### src/rtl/axis_gen_pkg.sv
// Shared types and payload helper for the AXI-Stream frame generator.
package axis_gen_pkg;

   typedef enum logic [1:0] {
      StIdle,
      StSend,
      StGap
   } gen_state_t;

   // Byte k of beat b in frame f: seed + f + b*keep_width + k, all modulo 256.
   function automatic logic [7:0] pattern_byte(input logic [7:0] seed, input logic [7:0] f,
                                               input logic [7:0] b, input logic [7:0] k,
                                               input int unsigned keep_width);
      logic [7:0]  kw;
      logic [15:0] boff;
      kw   = 8'(keep_width);
      boff = {8'h00, b} * {8'h00, kw};
      return seed + f + boff[7:0] + k;
   endfunction

endpackage

### src/rtl/axis_frame_gen_if.sv
// AXI-Stream bundle between the frame generator and its sink.
interface axis_frame_gen_if #(
   parameter int unsigned DATA_WIDTH = 8,
   parameter int unsigned KEEP_WIDTH = DATA_WIDTH / 8,
   parameter int unsigned ID_WIDTH   = 8,
   parameter int unsigned DEST_WIDTH = 8,
   parameter int unsigned USER_WIDTH = 1
);

   logic [DATA_WIDTH-1:0] tdata;
   logic [KEEP_WIDTH-1:0] tkeep;
   logic                  tvalid;
   logic                  tready;
   logic                  tlast;
   logic [ID_WIDTH-1:0]   tid;
   logic [DEST_WIDTH-1:0] tdest;
   logic [USER_WIDTH-1:0] tuser;

   modport master (
      output tdata, tkeep, tvalid, tlast, tid, tdest, tuser,
      input  tready
   );

   modport slave (
      input  tdata, tkeep, tvalid, tlast, tid, tdest, tuser,
      output tready
   );

endinterface

### src/rtl/axis_frame_gen.sv
// AXI-Stream frame transmitter: configurable length, gap, frame count and bad-frame marking.
module axis_frame_gen
   import axis_gen_pkg::*;
#(
   parameter int unsigned DATA_WIDTH = 8,
   parameter int unsigned KEEP_WIDTH = DATA_WIDTH / 8,
   parameter int unsigned ID_WIDTH   = 8,
   parameter int unsigned DEST_WIDTH = 8,
   parameter int unsigned USER_WIDTH = 1,
   parameter int unsigned LEN_WIDTH  = 16,
   parameter int unsigned CNT_WIDTH  = 16
) (
   input  logic                  clk,
   input  logic                  rst_n,
   input  logic                  start,
   input  logic                  stop,
   input  logic [LEN_WIDTH-1:0]  cfg_len,
   input  logic [LEN_WIDTH-1:0]  cfg_gap,
   input  logic [CNT_WIDTH-1:0]  cfg_frames,
   input  logic [7:0]            cfg_seed,
   input  logic [ID_WIDTH-1:0]   cfg_id,
   input  logic [DEST_WIDTH-1:0] cfg_dest,
   input  logic                  cfg_bad,
   axis_frame_gen_if.master      m_axis,
   output logic                  busy,
   output logic                  done,
   output logic [CNT_WIDTH-1:0]  frame_count
);

   gen_state_t            state_q, state_d;
   logic [LEN_WIDTH-1:0]  len_q, gap_q, b_q, b_d, gap_cnt_q, gap_cnt_d;
   logic [CNT_WIDTH-1:0]  frames_q, fc_q, fc_d;
   logic [7:0]            seed_q;
   logic                  bad_q;
   logic [ID_WIDTH-1:0]   id_q;
   logic [DEST_WIDTH-1:0] dest_q;
   logic [DATA_WIDTH-1:0] tdata_q, tdata_d;
   logic [KEEP_WIDTH-1:0] tkeep_q;
   logic [USER_WIDTH-1:0] tuser_q, tuser_d;
   logic                  tvalid_q, tvalid_d, tlast_q, tlast_d;
   logic                  busy_q, done_q, done_d;

   logic [LEN_WIDTH-1:0]  len_eff, b_inc;
   logic [CNT_WIDTH-1:0]  fc_inc;
   logic                  latch, load, clear, ld_last, ld_bad;
   logic [7:0]            ld_seed, ld_f, ld_b;
   logic [DATA_WIDTH-1:0] beat_data;

   assign len_eff = (cfg_len == '0) ? LEN_WIDTH'(1) : cfg_len;
   assign b_inc   = b_q + LEN_WIDTH'(1);
   assign fc_inc  = fc_q + CNT_WIDTH'(1);

   // Payload for the beat about to be loaded, one byte lane per iteration.
   for (genvar k = 0; k < KEEP_WIDTH; k++) begin : g_byte
      assign beat_data[8*k +: 8] = pattern_byte(ld_seed, ld_f, ld_b, 8'(k), KEEP_WIDTH);
   end

   // Next-state logic: frame sequencing, end-of-run detection and beat load selection.
   always_comb begin
      state_d   = state_q;
      b_d       = b_q;
      gap_cnt_d = gap_cnt_q;
      fc_d      = fc_q;
      latch     = 1'b0;
      load      = 1'b0;
      clear     = 1'b0;
      done_d    = 1'b0;
      ld_seed   = seed_q;
      ld_f      = 8'(fc_q);
      ld_b      = 8'h00;
      ld_last   = 1'b0;
      ld_bad    = bad_q;
      unique case (state_q)
         StIdle: begin
            if (start) begin
               latch   = 1'b1;
               state_d = StSend;
               fc_d    = '0;
               b_d     = '0;
               load    = 1'b1;
               ld_seed = cfg_seed;
               ld_f    = 8'h00;
               ld_last = (len_eff == LEN_WIDTH'(1));
               ld_bad  = cfg_bad;
            end
         end
         StSend: begin
            if (tvalid_q && m_axis.tready) begin
               if (tlast_q) begin
                  fc_d = fc_inc;
                  b_d  = '0;
                  if (stop || (frames_q != '0 && fc_inc == frames_q)) begin
                     state_d = StIdle;
                     clear   = 1'b1;
                     done_d  = 1'b1;
                  end else if (gap_q != '0) begin
                     state_d   = StGap;
                     gap_cnt_d = gap_q;
                     clear     = 1'b1;
                  end else begin
                     load    = 1'b1;
                     ld_f    = 8'(fc_inc);
                     ld_last = (len_q == LEN_WIDTH'(1));
                  end
               end else begin
                  b_d     = b_inc;
                  load    = 1'b1;
                  ld_b    = 8'(b_inc);
                  ld_last = (b_inc == len_q - LEN_WIDTH'(1));
               end
            end
         end
         StGap: begin
            if (stop) begin
               state_d = StIdle;
               done_d  = 1'b1;
            end else if (gap_cnt_q == LEN_WIDTH'(1)) begin
               state_d = StSend;
               load    = 1'b1;
               ld_last = (len_q == LEN_WIDTH'(1));
            end else begin
               gap_cnt_d = gap_cnt_q - LEN_WIDTH'(1);
            end
         end
         default: state_d = StIdle;
      endcase
   end

   // Beat register next values: load a fresh beat or retire the bus; otherwise hold.
   always_comb begin
      tvalid_d = tvalid_q;
      tdata_d  = tdata_q;
      tlast_d  = tlast_q;
      tuser_d  = tuser_q;
      if (load) begin
         tvalid_d = 1'b1;
         tdata_d  = beat_data;
         tlast_d  = ld_last;
         tuser_d  = (ld_last && ld_bad) ? '1 : '0;
      end else if (clear) begin
         tvalid_d = 1'b0;
         tlast_d  = 1'b0;
         tuser_d  = '0;
      end
   end

   // All state and output registers.
   always_ff @(posedge clk or negedge rst_n) begin
      if (!rst_n) begin
         state_q   <= StIdle;
         len_q     <= '0;
         gap_q     <= '0;
         frames_q  <= '0;
         seed_q    <= '0;
         bad_q     <= 1'b0;
         id_q      <= '0;
         dest_q    <= '0;
         tkeep_q   <= '0;
         b_q       <= '0;
         gap_cnt_q <= '0;
         fc_q      <= '0;
         tvalid_q  <= 1'b0;
         tdata_q   <= '0;
         tlast_q   <= 1'b0;
         tuser_q   <= '0;
         busy_q    <= 1'b0;
         done_q    <= 1'b0;
      end else begin
         if (latch) begin
            len_q    <= len_eff;
            gap_q    <= cfg_gap;
            frames_q <= cfg_frames;
            seed_q   <= cfg_seed;
            bad_q    <= cfg_bad;
            id_q     <= cfg_id;
            dest_q   <= cfg_dest;
            tkeep_q  <= '1;
         end
         state_q   <= state_d;
         b_q       <= b_d;
         gap_cnt_q <= gap_cnt_d;
         fc_q      <= fc_d;
         tvalid_q  <= tvalid_d;
         tdata_q   <= tdata_d;
         tlast_q   <= tlast_d;
         tuser_q   <= tuser_d;
         busy_q    <= (state_d != StIdle);
         done_q    <= done_d;
      end
   end

   assign m_axis.tdata  = tdata_q;
   assign m_axis.tkeep  = tkeep_q;
   assign m_axis.tvalid = tvalid_q;
   assign m_axis.tlast  = tlast_q;
   assign m_axis.tid    = id_q;
   assign m_axis.tdest  = dest_q;
   assign m_axis.tuser  = tuser_q;
   assign busy          = busy_q;
   assign done          = done_q;
   assign frame_count   = fc_q;

endmodule

### src/flat_wrapper.sv
// flat-port wrapper written by rule: the top's interface ports become plain ports
module axis_frame_gen_flat import axis_gen_pkg::*;
#(
   parameter int unsigned DATA_WIDTH = 8,
   parameter int unsigned KEEP_WIDTH = DATA_WIDTH / 8,
   parameter int unsigned ID_WIDTH   = 8,
   parameter int unsigned DEST_WIDTH = 8,
   parameter int unsigned USER_WIDTH = 1,
   parameter int unsigned LEN_WIDTH  = 16,
   parameter int unsigned CNT_WIDTH  = 16
)
  (clk, rst_n, start, stop, cfg_len, cfg_gap, cfg_frames, cfg_seed, cfg_id, cfg_dest, cfg_bad, busy, done, frame_count, m_axis_tdata, m_axis_tkeep, m_axis_tvalid, m_axis_tlast, m_axis_tid, m_axis_tdest, m_axis_tuser, m_axis_tready);
  axis_frame_gen_if #(.DATA_WIDTH(DATA_WIDTH), .KEEP_WIDTH(KEEP_WIDTH), .ID_WIDTH(ID_WIDTH), .DEST_WIDTH(DEST_WIDTH), .USER_WIDTH(USER_WIDTH)) m_axis_i ();
  input  logic clk;
  input  logic rst_n;
  input  logic start;
  input  logic stop;
  input  logic [LEN_WIDTH-1:0] cfg_len;
  input  logic [LEN_WIDTH-1:0] cfg_gap;
  input  logic [CNT_WIDTH-1:0] cfg_frames;
  input  logic [7:0] cfg_seed;
  input  logic [ID_WIDTH-1:0] cfg_id;
  input  logic [DEST_WIDTH-1:0] cfg_dest;
  input  logic cfg_bad;
  output logic busy;
  output logic done;
  output logic [CNT_WIDTH-1:0] frame_count;
  output wire logic [$bits(m_axis_i.tdata)-1:0] m_axis_tdata;
  output wire logic [$bits(m_axis_i.tkeep)-1:0] m_axis_tkeep;
  output wire logic [$bits(m_axis_i.tvalid)-1:0] m_axis_tvalid;
  output wire logic [$bits(m_axis_i.tlast)-1:0] m_axis_tlast;
  output wire logic [$bits(m_axis_i.tid)-1:0] m_axis_tid;
  output wire logic [$bits(m_axis_i.tdest)-1:0] m_axis_tdest;
  output wire logic [$bits(m_axis_i.tuser)-1:0] m_axis_tuser;
  input wire logic [$bits(m_axis_i.tready)-1:0] m_axis_tready;
  assign m_axis_tdata = m_axis_i.tdata;
  assign m_axis_tkeep = m_axis_i.tkeep;
  assign m_axis_tvalid = m_axis_i.tvalid;
  assign m_axis_tlast = m_axis_i.tlast;
  assign m_axis_tid = m_axis_i.tid;
  assign m_axis_tdest = m_axis_i.tdest;
  assign m_axis_tuser = m_axis_i.tuser;
  assign m_axis_i.tready = m_axis_tready;
  axis_frame_gen #(.DATA_WIDTH(DATA_WIDTH), .KEEP_WIDTH(KEEP_WIDTH), .ID_WIDTH(ID_WIDTH), .DEST_WIDTH(DEST_WIDTH), .USER_WIDTH(USER_WIDTH), .LEN_WIDTH(LEN_WIDTH), .CNT_WIDTH(CNT_WIDTH)) u_core (.clk(clk), .rst_n(rst_n), .start(start), .stop(stop), .cfg_len(cfg_len), .cfg_gap(cfg_gap), .cfg_frames(cfg_frames), .cfg_seed(cfg_seed), .cfg_id(cfg_id), .cfg_dest(cfg_dest), .cfg_bad(cfg_bad), .m_axis(m_axis_i), .busy(busy), .done(done), .frame_count(frame_count));
endmodule
### config.mk
export PLATFORM = sky130hd
export DESIGN_NAME = axis_frame_gen_flat
export DESIGN_NICKNAME = d
export VERILOG_FILES = /design/src/rtl/axis_gen_pkg.sv /design/src/rtl/axis_frame_gen_if.sv /design/src/rtl/axis_frame_gen.sv /design/src/flat_wrapper.sv
export SDC_FILE = /design/constraint.sdc
export NUM_CORES = 1
export LEC_CHECK = 0
export BUFFER_PORTS_ARGS = -buffer_cell sky130_fd_sc_hd__buf_2
export CORE_UTILIZATION = 50
export DETAILED_ROUTE_END_ITERATION = 8
export PLACE_DENSITY = 0.74
export SLEW_MARGIN = 20
export SYNTH_ARGS = -nofsm -noshare
export SYNTH_HDL_FRONTEND = slang
export SYNTH_SLANG_ARGS = --single-unit
export TNS_END_PERCENT = 100
### constraint.sdc
create_clock -name clk -period 4.55 [get_ports clk]
set_clock_uncertainty 0.1 [all_clocks]
set_input_delay 0.91 -clock clk [delete_from_list [all_inputs] [get_ports clk]]
set_output_delay 0.91 -clock clk [all_outputs]
set_load 0.05 [all_outputs]
======== Yosys cells after proc, flatten, opt, wreduce, memory -nomap -nowiden ========
Cells that the tools add are included.
operators by class
  add/subtract/negate cells ............... 6
  equal/unequal tests ..................... 14
  mux-type cells .......................... 68
  reduce and logical (&&, ||, !) cells .... 15
operator list
  kind                     count
  $mux W16                 12
  $pmux W16 S2             3
  $mux W8                  10
  $eq A16 B1 Y1 const B    3
  $add A16 B1 Y16 const B  2
  $eq A16 B16 Y1           2
  $reduce_bool A16 Y1      2
  $sub A16 B1 Y16 const B  2
  $mux W1                  31
  $add A8 B8 Y8            2
  $logic_not A16 Y1        1
  $pmux W8 S2              1
  $mux W2                  7
  $ne A2 B2 Y1 const B     4
  $reduce_bool A2 Y1       4
  $reduce_and A7 Y1        1
  $ne A2 B1 Y1 const B     3
  $pmux W1 S3              2
  $pmux W2 S3              1
  $reduce_and A4 Y1        1
  $logic_and A1 B1 Y1      3
  $reduce_and A3 Y1        1
  $eq A2 B1 Y1 const B     1
  $eq A2 B2 Y1 const B     1
  3 further kinds          3
word-level totals
  register bits after elaboration ......... 137
  bits of input ports ..................... 78
  output and inout bits ................... 46
  logic and storage cells ................. 121

======== Longest topological paths before layout ========
  word-level depth ........................ 11
  depth in mapped cells ................... 24
  depth with buffers taken out ............ 22

======== Worst setup path before layout ========
No wires, ideal clock.
  path type ............................... register to register
  from .................................... register u_core.fc_q[0], in the netlist u_core.frame_count[0]
  to ...................................... register u_core.tdata_q[7], in the netlist u_core.m_axis.tdata[7]
  arrival time ............................ 4.876 ns
  required time ........................... 4.321 ns
  slack ................................... -0.554 ns
  cell stages (with the launch flop) ...... 24
  path buffers ............................ 1
  period minus slack after synthesis ...... 5.104 ns
  cell sequence ........................... dfrtp_1 ha_1 buf_2 nand2_1 or4_1 xnor2_1 nor3_2 nand3_2 o211a_1 mux2_1 a22oi_1 fa_1 inv_1 ha_1 inv_1 fa_1 nor2b_1 o21ai_0 nand2b_1 a21o_1 a21oi_1 xnor2_1 nand4bb_1 nand3_1
on the way
  word-level cells in the longest chain between the ends .. 10
ends and longest elaborated chain
  what                         RTL line               source
  from (decl)                  axis_frame_gen.sv:32   logic [CNT_WIDTH-1:0] frames_q, fc_q, fc_d;
  from (signal assigned)       axis_frame_gen.sv:161  fc_q <= '0;
  from (signal assigned)       axis_frame_gen.sv:182  fc_q <= fc_d;
  $add A16 B1 Y16              axis_frame_gen.sv:51   assign fc_inc = fc_q + CNT_WIDTH'(1);
  $eq A16 B16 Y1               axis_frame_gen.sv:92   if (stop || (frames_q != '0 && fc_inc == frames_q)) begin
  $logic_and A1 B1 Y1          axis_frame_gen.sv:92
  $logic_or A1 B1 Y1           axis_frame_gen.sv:92
  $mux W8                      axis_frame_gen.sv:92
  $mux W8                      axis_frame_gen.sv:89   if (tlast_q) begin
  $mux W8                      axis_frame_gen.sv:88   if (tvalid_q && m_axis.tready) begin
  $pmux W8 S2                  axis_frame_gen.sv:73   unique case (state_q)
  $add A8 B8 Y8 (2 in series)  axis_gen_pkg.sv:18     return seed + f + boff[7:0] + k;
  to (signal assigned)         axis_frame_gen.sv:184  tdata_q <= tdata_d;
  to (decl)                    axis_frame_gen.sv:37   logic [DATA_WIDTH-1:0] tdata_q, tdata_d;
Parallel ways exist; a longest one is shown, timed or not.
A chain may end at the register's enable or synchronous reset.

======== Worst setup path in the final report ========
Same ends and word-level chain as after synthesis.

==> impl_metrics.tcl <==
set metrics [dict create \
    status "completed" \
    antenna_found_initial 1 \
    grt_max_degree 94 \
    die_h_um 131 \
    mostFrequentLayoutCell "dfrtp_1" \
    startpoint "u_core.frame_count[0]" \
    grt_pass1_vias 6739 \
    area_growth_syn_to_layout_pct 21.6 \
    clock_path_buffers 2 \
    ys_seq_area_frac 0.412 \
    endpoint_kind "register" \
    nets 1086 \
    clk_pin_slew_ns 0.06 \
    ff2ff_path_depth 22 \
    post-route-drc-count 0 \
    io_buffers 123 \
    holdPathStages 1 \
    grt_overflow 0 \
    die_area_um2 17200 \
    drt.antenna.violating_nets 0 \
    placed_area_um2 9330 \
    die_w_um 131 \
    dp_hpwl_um 14800 \
    final_cell_mix "dfrtp_1 (127), buf_2 (122), mux2_2 (73), nor2_1 (60), nand2_1 (57)" \
    cts_max_level 4 \
    drv_cap 0 \
    avgViaCountPerCell 5.73 \
    hp-class "register to register" \
    setup_viol 0 \
    synth_edf_count 0 \
    drive_above_1_share 0.317 \
    worstHoldStart "u_core.m_axis.tkeep" \
    ys_ff_latch 137 \
    postSynthCellCount 846 \
    synth_ff_type "dfrtp_1" \
    syn-cell-area_um2 8330 \
    fillers 1315 \
    required_ns 4.75 \
    wl_per_cell_um 17.1 \
    ir_drop_mv 0.442 \
    synthTopCellsByArea "dfrtp_1 (41%), mux2_2 (9.9%), xnor2_1 (4.3%)" \
    powerDensity_nw_per_um2 636 \
    p_leak_nw 4.47 \
    cts_inserted_buffers 17 \
    yosys.area.top_type "dfrtp_1" \
    clock_latency_ns 0.43 \
    num_io_pins 124 \
    synth_top_area_share 0.412 \
    finalMaxSlewViolations 0 \
    core-area_um2 16100 \
    wirelength_um 20800 \
    synthArstFlopShare 1.00 \
    grt_usage 0.253 \
    gp_congestion 0.912 \
    rows 46 \
    syn-num-nets 948 \
    vias 6956 \
    min_period_ns 4.45 \
    tightest_slew_ns 0.849 \
    start_util 0.519 \
    reg2reg_from "u_core.frame_count[0]" \
    drt_iter0_drc 518 \
    startpoint_type "register" \
    final_area_um2 10100 \
    yosysWarnings 0 \
    final.period_utilization 0.978 \
    crit_fanout 4 \
    netlist-cell-type-count 74 \
    slew_headroom 0.434 \
    critical_path_class "register to register" \
    avgSynthCellArea_um2 9.85 \
    cts_root_buffer "clkbuf_16" \
    cts.sinks 137 \
    arrival_ns 4.65 \
    whs_ns 0.367 \
    fmax_ghz 0.225 \
    grt_pass1_wl_um 33600 \
    dr.pass1.iters 5 \
    hold_viol 0 \
    p_total_mw 6.44 \
    rsz0062_at_grt "true" \
    cts_tree "yes" \
]
## timing repair
action | 4_1_cts | 5_1_grt
endpoints found under the setup margin | 1 | 2
pin swaps | 6 | 6
resized for setup | 7 | 12
hold buffers | 0 | 0
buffers inserted | 4 | 1
## worst max-delay path: stages, from the launching register on
cell       delay (ns)
dfrtp_4          0.42
ha_4             0.16
nand2_2          0.06
or4_4            0.55
xnor2_2          0.15
nor3_2           0.13
nand3_2          0.11
o211a_4          0.26
mux2_4           0.30
a22oi_2          0.13
fa_1             0.43
inv_1            0.08
ha_2             0.20
inv_2            0.04
fa_2             0.34
nor2b_1          0.12
o21ai_1          0.06
nand2b_1         0.09
a21o_1           0.13
a21oi_2          0.07
xnor2_2          0.15
nand4bb_1        0.14
nand3_1          0.08
## synth_stat cells, drive strengths merged (15+ instances only)
cell type	number
xor2	20
o31ai	15
nor4	22
dfrtp	137
nor2	62
inv	45
nand2	60
a31oi	16
nand4	17
ha	16
a21oi	34
clkbuf	29
xnor2	41
o21ai	57
mux2	80
nor3	23
nand3	25
## cell type report
type                       instances  area, um^2  area share
antenna                            1        2.50    0.000247
sequential                       137        3450       0.340
clock inverter                    10         214      0.0211
clock buffer                      22         464      0.0458
multi-input combinational        621        4650       0.459
tap                              216         270      0.0267
timing repair buffer             161         907      0.0896
inverter                          46         173      0.0171
## worst paths after layout
path / slack, ns / endpoint
min: 0.37 / u_core.m_axis.tkeep
max reg2reg: 0.10 / u_core.m_axis.tdata[7]
min reg2reg: 0.37 / u_core.m_axis.tkeep
max: 0.10 / u_core.m_axis.tdata[7]
max in group asynchronous: 3.02 / u_core.gap_cnt_q[1]
min in group asynchronous: 0.47 / u_core.len_q[14]
## registers in the layout, indices dropped and copies added (netlist names)
register / count
u_core.len_q: 16
u_core.m_axis.tlast: 1
u_core.m_axis.tvalid: 1
u_core.gap_q: 16
u_core.b_q: 16
u_core.done: 1
u_core.m_axis.tid: 8
u_core.m_axis.tdest: 8
u_core.frames_q: 16
u_core.m_axis.tkeep: 1
u_core.m_axis.tuser: 1
u_core.state_q: 2
u_core.seed_q: 8
u_core.m_axis.tdata: 8
u_core.frame_count: 16
u_core.gap_cnt_q: 16
u_core.bad_q: 1
u_core.busy: 1
## metal layers
metal,up-vias,GRT usage,part of all wire
met3,28,0.0548,0.052
met4,0,0.0744,0.014
met2,201,0.409,0.47
met5,-,0,0
met1,3383,0.343,0.46
li1,3344,-,-
## metrics by stage
| stage | util | cells | TNS, ns | setup WS [ns] |
|---|---|---|---|---|
| finish | 0.631 | 1214 | 0 | 0.101 |
| floorplan | - | 846 | -0.00797 | -0.00797 |
| global route | 0.630 | 1213 | -0.0978 | -0.0829 |
| global placement | 0.581 | 1176 | 0 | 0.0513 |
| CTS | 0.627 | 1212 | 0 | 0.00476 |
| detailed placement | 0.581 | 1176 | -0.0707 | -0.0707 |
## power breakdown
| group | switching, mW | internal (mW) |
|---|---|---|
| logic | 1.56 | 1.12 |
| registers | 0.469 | 1.69 |
| clock network | 0.532 | 1.06 |
## kinds of logic (layout without fill, tap and decap cells)
kind of cell / count (synthesis) / in the layout / share of synthesized area
XOR/XNOR: 62 / 62 / 0.0668
flip-flops: 137 / 137 / 0.412
other: 0 / 1 / 0
multiplexers: 81 / 81 / 0.111
adder cells (fa/ha/maj): 24 / 24 / 0.0433
buffers and inverters: 88 / 239 / 0.0442
AO/OA/AOI/OAI: 196 / 196 / 0.156
AND/OR/NAND/NOR: 258 / 258 / 0.167
No activity file was read; power rests on OpenSTA's default activity.
